<file path="src/rtl/snap_pkg.sv">
// Shared types and default widths for the snapshot capture controller.
package snap_pkg;

   localparam int unsigned DefDataW = 128;
   localparam int unsigned DefAddrW = 10;
   localparam int unsigned DefOfsW  = 32;

   typedef enum logic [2:0] {
      StIdle,
      StArmed,
      StDelay,
      StCapture,
      StDone
   } snap_state_e;

endpackage

</file>
<file path="src/rtl/snap_edge_det.sv">
// Registered rising-edge detector: rise_o is high for the cycle the input goes 0 -> 1.
module snap_edge_det (
   input  logic clk,
   input  logic rst_n,
   input  logic sig_i,
   output logic rise_o
);

   logic sig_q;

   always_ff @(posedge clk or negedge rst_n) begin
      if (!rst_n) begin
         sig_q <= 1'b0;
      end else begin
         sig_q <= sig_i;
      end
   end

   assign rise_o = sig_i & ~sig_q;

endmodule

</file>
<file path="src/rtl/snap_capture_ctrl.sv">
// Snapshot capture controller: arm, wait for trigger, skip offset samples, then write
// 2**ADDR_W valid samples to BRAM port A and flag done.
module snap_capture_ctrl
   import snap_pkg::*;
#(
   parameter int unsigned DATA_W = DefDataW,
   parameter int unsigned ADDR_W = DefAddrW,
   parameter int unsigned OFS_W  = DefOfsW
) (
   input  logic              clk,
   input  logic              rst_n,
   input  logic [DATA_W-1:0] din_i,
   input  logic              din_valid_i,
   input  logic              trig_i,
   input  logic              arm_i,
   input  logic [OFS_W-1:0]  offset_i,
   output logic              bram_we_o,
   output logic              bram_en_a_o,
   output logic [ADDR_W-1:0] bram_addr_o,
   output logic [DATA_W-1:0] bram_wr_data_o,
   output logic              busy_o,
   output logic              done_o,
   output logic [ADDR_W:0]   wr_count_o
);

   localparam logic [ADDR_W-1:0] LastAddr = {ADDR_W{1'b1}};
   localparam logic [ADDR_W-1:0] AddrOne  = ADDR_W'(1);
   localparam logic [ADDR_W:0]   CountOne = (ADDR_W + 1)'(1);
   localparam logic [OFS_W-1:0]  OfsOne   = OFS_W'(1);

   snap_state_e       state_q;
   logic [OFS_W-1:0]  ofs_cnt_q;
   logic [ADDR_W-1:0] addr_cnt_q;
   logic              bram_we_q;
   logic              bram_en_q;
   logic [ADDR_W-1:0] bram_addr_q;
   logic [DATA_W-1:0] bram_data_q;
   logic              busy_q;
   logic              done_q;
   logic [ADDR_W:0]   wr_count_q;
   logic              arm_rise;

   snap_edge_det u_arm_edge (
      .clk    (clk),
      .rst_n  (rst_n),
      .sig_i  (arm_i),
      .rise_o (arm_rise)
   );

   always_ff @(posedge clk or negedge rst_n) begin
      if (!rst_n) begin
         state_q     <= StIdle;
         ofs_cnt_q   <= '0;
         addr_cnt_q  <= '0;
         bram_we_q   <= 1'b0;
         bram_en_q   <= 1'b0;
         bram_addr_q <= '0;
         bram_data_q <= '0;
         busy_q      <= 1'b0;
         done_q      <= 1'b0;
         wr_count_q  <= '0;
      end else begin
         bram_en_q <= 1'b1;
         bram_we_q <= 1'b0;
         unique case (state_q)
            StIdle, StDone: begin
               if (arm_rise) begin
                  ofs_cnt_q   <= offset_i;
                  addr_cnt_q  <= '0;
                  bram_addr_q <= '0;
                  wr_count_q  <= '0;
                  done_q      <= 1'b0;
                  busy_q      <= 1'b1;
                  state_q     <= StArmed;
               end
            end
            StArmed: begin
               // The trigger sample itself is the first one skipped when offset is non-zero.
               if (trig_i && din_valid_i) begin
                  if (ofs_cnt_q == '0) begin
                     bram_we_q   <= 1'b1;
                     bram_addr_q <= addr_cnt_q;
                     bram_data_q <= din_i;
                     addr_cnt_q  <= addr_cnt_q + AddrOne;
                     wr_count_q  <= wr_count_q + CountOne;
                     state_q     <= StCapture;
                  end else if (ofs_cnt_q == OfsOne) begin
                     state_q <= StCapture;
                  end else begin
                     ofs_cnt_q <= ofs_cnt_q - OfsOne;
                     state_q   <= StDelay;
                  end
               end
            end
            StDelay: begin
               if (din_valid_i) begin
                  if (ofs_cnt_q == OfsOne) begin
                     state_q <= StCapture;
                  end else begin
                     ofs_cnt_q <= ofs_cnt_q - OfsOne;
                  end
               end
            end
            StCapture: begin
               if (din_valid_i) begin
                  bram_we_q   <= 1'b1;
                  bram_addr_q <= addr_cnt_q;
                  bram_data_q <= din_i;
                  addr_cnt_q  <= addr_cnt_q + AddrOne;
                  wr_count_q  <= wr_count_q + CountOne;
                  if (addr_cnt_q == LastAddr) begin
                     busy_q  <= 1'b0;
                     done_q  <= 1'b1;
                     state_q <= StDone;
                  end
               end
            end
            default: state_q <= StIdle;
         endcase
      end
   end

   assign bram_we_o      = bram_we_q;
   assign bram_en_a_o    = bram_en_q;
   assign bram_addr_o    = bram_addr_q;
   assign bram_wr_data_o = bram_data_q;
   assign busy_o         = busy_q;
   assign done_o         = done_q;
   assign wr_count_o     = wr_count_q;

endmodule

</file>
<file path="config.mk">
export PLATFORM = sky130hd
export DESIGN_NAME = snap_capture_ctrl
export DESIGN_NICKNAME = d
export VERILOG_FILES = /design/src/rtl/snap_pkg.sv /design/src/rtl/snap_edge_det.sv /design/src/rtl/snap_capture_ctrl.sv
export SDC_FILE = /design/constraint.sdc
export NUM_CORES = 1
export LEC_CHECK = 0
export BUFFER_PORTS_ARGS = -buffer_cell sky130_fd_sc_hd__buf_4
export CORE_AREA = 10 10 153 155
export CTS_CLUSTER_SIZE = 10
export DETAILED_ROUTE_END_ITERATION = 10
export DIE_AREA = 0 0 163 165
export MAX_ROUTING_LAYER = met4
export PLACE_DENSITY = 0.72
export SYNTH_ARGS = -nofsm -noshare
export SYNTH_HDL_FRONTEND = slang
export SYNTH_HIERARCHICAL = 1
export SYNTH_SLANG_ARGS = --single-unit
</file>
<file path="constraint.sdc">
create_clock -name clk -period 5.2 [get_ports clk]
set_input_delay 1.3 -clock clk [delete_from_list [all_inputs] [get_ports clk]]
set_output_delay 1.3 -clock clk [all_outputs]
set_load 0.02 [all_outputs]
</file>
# ---- After elaboration in Yosys (flattened, before gate mapping)
# Cells that the tools add are included.
dict set report totals {
  wordCells 88
  input_bits 165
  register_bits 199
  output_inout_bits 153
}
dict set report classes {
  bitwise_logic 2
  eq_ne 14
  reduce_logical 13
  n_mux 45
  add_sub_neg 3
}
# operator n
set op_table {}
lappend op_table {{two-way mux 128 bit} 3}
lappend op_table {{case mux 128 bit (2 select lines)} 1}
lappend op_table {{two-way mux 32 bit} 5}
lappend op_table {{case mux 32 bit (3 select lines)} 1}
lappend op_table {{two-way mux 10 bit} 7}
lappend op_table {{case mux 10 bit (3 select lines)} 2}
lappend op_table {{two-way mux 11 bit} 4}
lappend op_table {{case mux 11 bit (3 select lines)} 1}
lappend op_table {{== test 32 x 1 -> 1 bit, second input constant} 1}
lappend op_table {{logical NOT 32 bit} 1}
lappend op_table {{subtractor 32 x 1 -> 32 bit, second input constant} 1}
lappend op_table {{two-way mux 3 bit} 6}
lappend op_table {{!= test 2 bit, second input constant} 8}
lappend op_table {{case mux 3 bit (4 select lines)} 1}
lappend op_table {{adder 11 x 1 -> 11 bit, second input constant} 1}
lappend op_table {{two-way mux 1 bit} 11}
lappend op_table {{adder 10 x 1 -> 10 bit, second input constant} 1}
lappend op_table {{== test 10 bit, second input constant} 1}
lappend op_table {{AND reduction 5 bit} 2}
lappend op_table {{AND reduction 4 bit} 2}
lappend op_table {{== test 3 x 2 -> 1 bit, second input constant} 2}
lappend op_table {{case mux 1 bit (2 select lines)} 3}
lappend op_table {{AND reduction 6 bit} 1}
lappend op_table {{nonzero test 3 bit} 2}
lappend op_table {{8 further kinds} 9}

# ---- Logic depth before layout (Yosys ltp)
# Gate-level depths: netlist of the first run.
dict set report logic_depth {
  ltp_word 5
  depth_mapped 10
}

# ---- Cells and area by module
# Netlist of the first run, hierarchy kept.
# mod n_inst area_each_um2 seq_area_each_um2 cells_each
set by_module_without_submodules {}
lappend by_module_without_submodules {snap_capture_ctrl 1 8969.9 4954.8 753}
lappend by_module_without_submodules {snap_edge_det 1 38.8 25.0 2}

# ---- Worst setup path before layout of the first run
# Ideal clock, no wire load.
dict set report synth_timing {
  path_type {input-to-reg}
  startpoint {in arm_i}
  endpoint {reg wr_count_q[9] (netlist: wr_count_o[9])}
  cell_stages 8
  setup_slack_ns 2.427
  required_time_ns 5.122
  t_arrival_ns 2.695
  setup_ns 0.078
  cell_sequence {nor2b_4 -> and2_1 -> clkbuf_1 -> nor2_1 -> clkbuf_1 -> clkbuf_1 -> o31ai_1 -> a21oi_1}
}
dict set report synth_via {
  elab_chain_cells 3
}
# item line
set synth_lines {}
lappend synth_lines {{start: declaration} snap_capture_ctrl.sv:15} ;# input logic arm_i,
lappend synth_lines {{bitwise AND 1 bit} snap_edge_det.sv:19} ;# assign rise_o = sig_i & ~sig_q;
lappend synth_lines {{!= test 2 bit (no source line)} --}
lappend synth_lines {{AND reduction 5 bit (no source line)} --}
lappend synth_lines {{end signal: assignment} snap_capture_ctrl.sv:85} ;# wr_count_q <= wr_count_q + CountOne;
lappend synth_lines {{end signal: assignment} snap_capture_ctrl.sv:110} ;# wr_count_q <= wr_count_q + CountOne;
lappend synth_lines {{end: declaration} snap_capture_ctrl.sv:40} ;# logic [ADDR_W:0] wr_count_q;
# Every way passes these cells.
# A chain may end at the register's enable or synchronous reset.

# ---- Final worst setup path of the first run
dict set report layout_timing {
  startpoint {reg ofs_cnt_q[22]}
  endpoint {reg bram_data_q[92] (netlist: bram_wr_data_o[92])}
}
dict set report layout_via {
  elab_chain_cells 3
}
# item line
set layout_lines {}
lappend layout_lines {{start: declaration} snap_capture_ctrl.sv:32} ;# logic [OFS_W-1:0] ofs_cnt_q;
lappend layout_lines {{start signal: assignment} snap_capture_ctrl.sv:68} ;# ofs_cnt_q <= offset_i;
lappend layout_lines {{start signal: assignment} snap_capture_ctrl.sv:90} ;# ofs_cnt_q <= ofs_cnt_q - OfsOne;
lappend layout_lines {{start signal: assignment} snap_capture_ctrl.sv:100} ;# ofs_cnt_q <= ofs_cnt_q - OfsOne;
lappend layout_lines {{logical NOT 32 bit} snap_capture_ctrl.sv:80} ;# if (ofs_cnt_q == '0) begin
lappend layout_lines {{!= test 2 bit (no source line)} --}
lappend layout_lines {{AND reduction 4 bit (no source line)} --}
lappend layout_lines {{end signal: assignment} snap_capture_ctrl.sv:83} ;# bram_data_q <= din_i;
lappend layout_lines {{end signal: assignment} snap_capture_ctrl.sv:108} ;# bram_data_q <= din_i;
lappend layout_lines {{end: declaration} snap_capture_ctrl.sv:37} ;# logic [DATA_W-1:0] bram_data_q;
# Every way passes these cells.

==> results of run 1 <==
==> worst paths after layout <==
path                                                        to  slack, ps  cells past startpoint
max in group asynchronous       bram_wr_data_o[22]$_DFFE_PN0P_       3290                      2
worst max-delay path            bram_wr_data_o[92]$_DFFE_PN0P_       1780                      7
worst min register to register              done_o$_DFFE_PN0P_        480                      2
min in group asynchronous             ofs_cnt_q[9]$_DFFE_PN0P_        940                      1
worst max register to register  bram_wr_data_o[92]$_DFFE_PN0P_       1780                      7
worst min-delay path                        done_o$_DFFE_PN0P_        480                      2
==> cells in the final DEF (no fill, tap or decap), types with 3 or more instances in the layout <==
| cell type | netlist | final |
|---|---|---|
| nand4_1 | 6 | 6 |
| mux2_1 | 7 | 7 |
| nor3_1 | 13 | 13 |
| a31oi_1 | 11 | 11 |
| and3_1 | 8 | 8 |
| o22a_1 | 11 | 11 |
| or4_1 | 15 | 15 |
| inv_1 | 10 | 10 |
| nor4_1 | 11 | 11 |
| mux2_2 | 121 | 121 |
| o21ai_0 | 18 | 18 |
| o31ai_1 | 19 | 19 |
| nand3_1 | 15 | 15 |
| a221o_1 | 4 | 4 |
| a41oi_1 | 3 | 3 |
| nor4_2 | 4 | 3 |
| a22o_1 | 14 | 14 |
| ha_1 | 4 | 4 |
| a21oi_1 | 38 | 38 |
| inv_6 | 0 | 3 |
| or3_1 | 7 | 7 |
| or2_2 | 3 | 3 |
| dfrtp_1 | 199 | 199 |
| nand2_1 | 28 | 28 |
| a211oi_1 | 10 | 10 |
| buf_4 | 9 | 325 |
| inv_8 | 0 | 3 |
| o21ai_1 | 4 | 4 |
| a2bb2oi_1 | 6 | 6 |
| mux2i_1 | 3 | 3 |
| clkbuf_16 | 0 | 17 |
| nor2_1 | 47 | 46 |
| o31a_1 | 4 | 4 |
| clkinvlp_4 | 0 | 4 |
| o22ai_1 | 15 | 15 |
| nand2b_1 | 7 | 7 |
==> worst max-delay path: stages, from the launching register on <==
cell and delay [ps]:
dfrtp_1 430, nor4_1 520, nand4_1 390, nor4_1 360
o21ai_1 240, inv_4 430, buf_4 500, mux2_2 400
==> flip-flops by register name, summed over array words and instances, names as in the netlist <==
signal and flops:
addr_cnt_q 10, bram_addr_o 10, bram_en_a_o 1, bram_we_o 1
bram_wr_data_o 128, busy_o 1, done_o 1, ofs_cnt_q 32
state_q 3, u_arm_edge/sig_q 1, wr_count_o 11
==> layer usage <==
| layer | part of all wire, % | wire (µm) |
|---|---|---|
| met1 | 42 | 11400 |
| met5 | 0 | 0 |
| met3 | 7.8 | 2120 |
| met2 | 49 | 13400 |
| met4 | 1.2 | 324 |
==> metrics by stage <==
step,hold WS [ps],cell area (µm²),setup slack [ps],utilization (%)
final,479,12100,1780,60.2
after global routing,504,12100,1500,60.2
after CTS,482,12100,1830,60.2
after detailed placement,466,11600,1790,57.4
after global placement,466,11600,1800,57.4
after floorplan,485,9010,2430,-
==> cell families after synthesis <==
| kind of cell | count (synthesis) | synth area share, % |
|---|---|---|
| xor gates and xnor gates | 1 | 0.0972 |
| buffers and inverters | 67 | 3.46 |
| AOI/OAI and AO/OA | 177 | 13.7 |
| adders and majority gates | 4 | 0.556 |
| DFF | 199 | 55.3 |
| other | 1 | 0.0416 |
| muxes | 131 | 16.3 |
| and+or+nand+nor | 175 | 10.6 |
==> power by group through the flow <==
stage | clock [µW] | combinational [µW] | sequential (µW)
after floorplan | 0 | 1680 | 3300
after global placement | 0 | 3640 | 2730
after detailed placement | 0 | 3710 | 2770
after CTS | 1300 | 3720 | 2740
after global routing | 1360 | 3950 | 2830
final | 1270 | 3680 | 2740
==> area by class of cell <==
class	instances	share of cell area, %
tap	270	2.78
clock inverter	12	0.948
sequential	199	41.0
timing repair buffer	328	20.5
inverter	11	0.361
multi-input combinational	489	30.7
clock buffer	18	3.62
==> metrics, run 1 <==
worst hold start done_o$_DFFE_PN0P_; Critical Path AT ~3700 ps; Period Utilization, post-route roughly 66%; Startpoint Class register; CTS tree yes; Congestion Overflow GR 0; Starting Density between 40% and 50%; Slew Viols, Final 0; Slew headroom 19.9%; sequential share of the synthesized area ~55%; Lkg Pwr around 0.0055 µW; GR Util met1 24.5%; Placeable Area approximately 20000 µm²; PortBufs ~320; placed insts 1297; area growth from synthesis to final layout 34.7%; Comb power frac 47.8%; status finished, final reports clean; Seq cells post-synth 199; Die Footprint around 27000 µm²; Final #Nets 1215; synth unique cells 63; fin crit period 3420 ps; Seq. cell area between 4000 and 5000 µm²; Final Power approximately 7700 µW; setup TNS 0 ps; Vias/cell ~5.6; net count after synthesis roughly 920; antenna violations before repair 0; Max IR drop VDD ~390 µV; Final Hold Violating Endpoints 0; grt peak-use layer met2; reg2reg start ofs_cnt_q[22]$_DFFE_PN0P_; cell internal pwr roughly 4500 µW; Sw Ratio between 40% and 50%; first drt pass iteration count 5; max-cap viol count 0; # hold bufs at CTS 0; Finished Layout Cells about 1300; Syn Inst Count ~760; P_sw 3150 µW; Routed WL roughly 27000 µm; clock-pin slew on the worst setup and hold paths 80 ps; Resize count post-CTS 0; Die X-Extent 163 µm; Post-synth EDFFs 0; Total GRT Usage between 10% and 20%; Setup Skew 17.7 ps; synth cell count leaders dfrtp_1 (199), mux2_2 (121), nor2_1 (47); Sequential Power Share 35.7%; post-synth top area cell dfrtp_1; endpoints failing setup 0; crit path kind reg -> reg; Area contributors post-synth dfrtp_1 (55%), mux2_2 (15%), a21oi_1 (2.1%); actual slew at the worst max-slew pin about 1200 ps; Crit. Startpoint ofs_cnt_q[22]$_DFFE_PN0P_; Die Height 165 µm; RePlAce Congestion between 0.8 and 0.9; DP HPWL a little over 20000 µm; met3 track demand over resource about 5.7%; post-CTS setup buffers 0; Worst Path Required approximately 5500 ps; site row count 52; Root Buffer clkbuf_16; top-area cell type share of the netlist area a little under three fifths; Ys Warns 6; M2 GR Usage 30.9%; Pwr Density about 630 nW/µm²; H-tree Lvls 4; CTS Buffer Depth 2; Mean Syn Cell Area about 12 µm²; antenna-violating nets left 0; RSZ-0062 raised after global routing false; multi-input gate area in the final layout approximately 3700 µm²; Clk Latency, worst-skew pair 440 ps; filler instances around 1700; worst-path maximum fanout 36; initial DRC count 714; largest net degree at the start of global routing ~110; layout cells sized above 1 between 40% and 50%; vias in the first global route ~7300; global-route wire length before repair between 40000 and 50000 µm; Min-Delay Path Class reg -> reg; clock power share 16.5%; detailed-route via count 7402; critical path endpoint category register; # clock sinks 199; Async S/R FF share, synth between 90% and 100%; Num CTS Buffers 17; antenna cell count 0; f_max approximately 0.3 GHz; most common cell in the synthesized netlist dfrtp_1; ys flop type dfrtp_1; Post-Syn Area roughly 9000 µm²; Avg WL per Cell around 21 µm; DRC violations left 0; I/O pins about 320
No activity file was read; power rests on OpenSTA's default activity.
==> run 2: changes to the inputs <==
==> constraint.sdc (replaced) <==
create_clock -name clk -period 3.35 [get_ports clk]
set_input_delay 0.8375 -clock clk [delete_from_list [all_inputs] [get_ports clk]]
set_output_delay 0.8375 -clock clk [all_outputs]
set_load 0.02 [all_outputs]
==> run 2 against run 1 <==
Effect of this change:
- routed wire length grew 0.15%
- critical path type unchanged
- sequential power grew 55%
- largest cell class unchanged
- non-clock buffer count grew 15
- hold slack lost 72 ps
- cell count grew 1.1%
- highest routed layer unchanged
- clock power grew 58%
- power grew 57%
- die area is the same
- combinational power grew 57%
- sequential share of layout area shrank 0.55 points
- via count shrank 0.58%
==> metrics, run 2 (synthesis results as in run 1) <==
initial DRC count 514; Finished Layout Cells around 1300; Clk Latency, worst-skew pair 430 ps; endpoints failing setup 0; Slew headroom about 34%; CTS tree yes; worst-path maximum fanout 45; Slew Viols, Final 0; Vias/cell approximately 5.5; fin crit period 2920 ps; placed insts 1312; f_max 0.342 GHz; DR top layer met4; Final Power 12000 µW; Starting Density between 40% and 50%; # clock sinks roughly 200; crit path kind reg -> reg; Max IR drop VDD around 580 µV; Num CTS Buffers 17; site row count 52; I/O pins 318; Lkg Pwr about 0.0056 µW; Die Footprint approximately 27000 µm²; met3 WL around 1900 µm; critical path depth 9; clock-pin slew on the worst setup and hold paths about 80 ps; Pwr Density approximately 980 nW/µm²; Setup WS pre-CTS around 420 ps; Worst Path Buf+Inv 3; Min-Delay Path Class in -> async; fin util about three fifths; Die Height around 170 µm; global-route wire length before repair approximately 42000 µm; max reg flops between 100 and 150; R2R Setup Slk 430 ps; FF-to-FF path depth 9; setup TNS 0 ps; layout cells sized above 1 between 40% and 50%; DP HPWL 20600 µm; # hold bufs at CTS 0; Top delay family on crit path simple AND/OR/NAND/NOR gates; Final Hold Violating Endpoints 0; post-CTS setup buffers 0; actual slew at the worst max-slew pin 984 ps; Total GRT Usage approximately 20%; first drt pass iteration count 5; Final #Nets 1230; Resize count post-CTS 0; Crit. Startpoint ofs_cnt_q[0]$_DFFE_PN0P_; PortBufs between 300 and 400; largest net degree at the start of global routing 68; antenna violations before repair 0; Root Buffer clkbuf_16; H-tree Lvls 4; max-cap viol count 0; Setup WS post-layout 430 ps; antenna-violating nets left 0; RSZ-0062 raised after global routing false; RePlAce Congestion 0.861; DRC violations left 0; reg2reg start ofs_cnt_q[0]$_DFFE_PN0P_; Setup Skew between 10 and 15 ps; met2 WL 13600 µm; wire length on met1 11600 µm; CP Capture Point bram_wr_data_o[66]$_DFFE_PN0P_; Placeable Area roughly 20000 µm²; worst reg2reg path endpoint bram_wr_data_o[66]$_DFFE_PN0P_; critical path endpoint category register; antenna cell count 0; Avg WL per Cell approximately 20 µm; Worst Path Required 3660 ps; worst path cell trace inv_1 -> ha_1 -> nor4b_1 -> nand4_1 -> nor4_1 -> o21ai_1 -> inv_4 -> buf_12 -> mux2_2; max incr delay on CP 410 ps; Critical Path AT around 3200 ps; area growth from synthesis to final layout 36.6%; Die X-Extent between 150 and 200 µm; CTS Buffer Depth 2; vias in the first global route 7535; Period Utilization, post-route roughly 87%; most common cell after layout, fill and taps aside buf_4; Slowest cell on crit path dfrtp_1; Congestion Overflow GR 0; detailed-route via count ~7400; Routed WL approximately 27000 µm; commonest cells after routing, fill and taps aside buf_4 (337), dfrtp_1 (199), mux2_2 (121); Startpoint Class register; status finished, final reports clean
-- run 2: how the worst min path moves through the flow --
stage                     cells past startpoint                         to  slack, ps                      start
after floorplan                               2  ofs_cnt_q[23]$_DFFE_PN0P_        490  ofs_cnt_q[23]$_DFFE_PN0P_
after global placement                        2         done_o$_DFFE_PN0P_        470         done_o$_DFFE_PN0P_
after detailed placement                      2         done_o$_DFFE_PN0P_        470         done_o$_DFFE_PN0P_
after CTS                                     1   ofs_cnt_q[8]$_DFFE_PN0P_        420                      rst_n
after global routing                          1   ofs_cnt_q[8]$_DFFE_PN0P_        430                      rst_n
final                                         1   ofs_cnt_q[8]$_DFFE_PN0P_        410                      rst_n
-- run 2: final cells by class --
cell class              instances  area (µm²)
fillers                      1714        7870
flip-flops and latches        199        4980
multi-input cells             489        3730
well taps                     270         338
clock buffers                  17         425
repair buffers                343        2640
inverters                      11        43.8
clock inverters                13         143
-- run 2: stage by stage --
| stage | area [µm²] | hold slack (ps) |
|---|---|---|
| after detailed placement | 11700 | 473 |
| after CTS | 12300 | 417 |
| final | 12300 | 407 |
| after global placement | 11700 | 468 |
| after floorplan | 9010 | 485 |
| after global routing | 12300 | 431 |
-- run 2: power by group --
part,total [µW],internal (µW),switching (µW)
combinational,5790,2660,3130
sequential,4240,3460,782
clock,2010,1050,967
-- run 2: metal layers --
layer  up-vias  global-route usage [%]
li1       3453                       -
met1      3593                    24.5
met2       296                    33.1
met3        17                    5.43
met4         0                    3.85
met5         -                       -
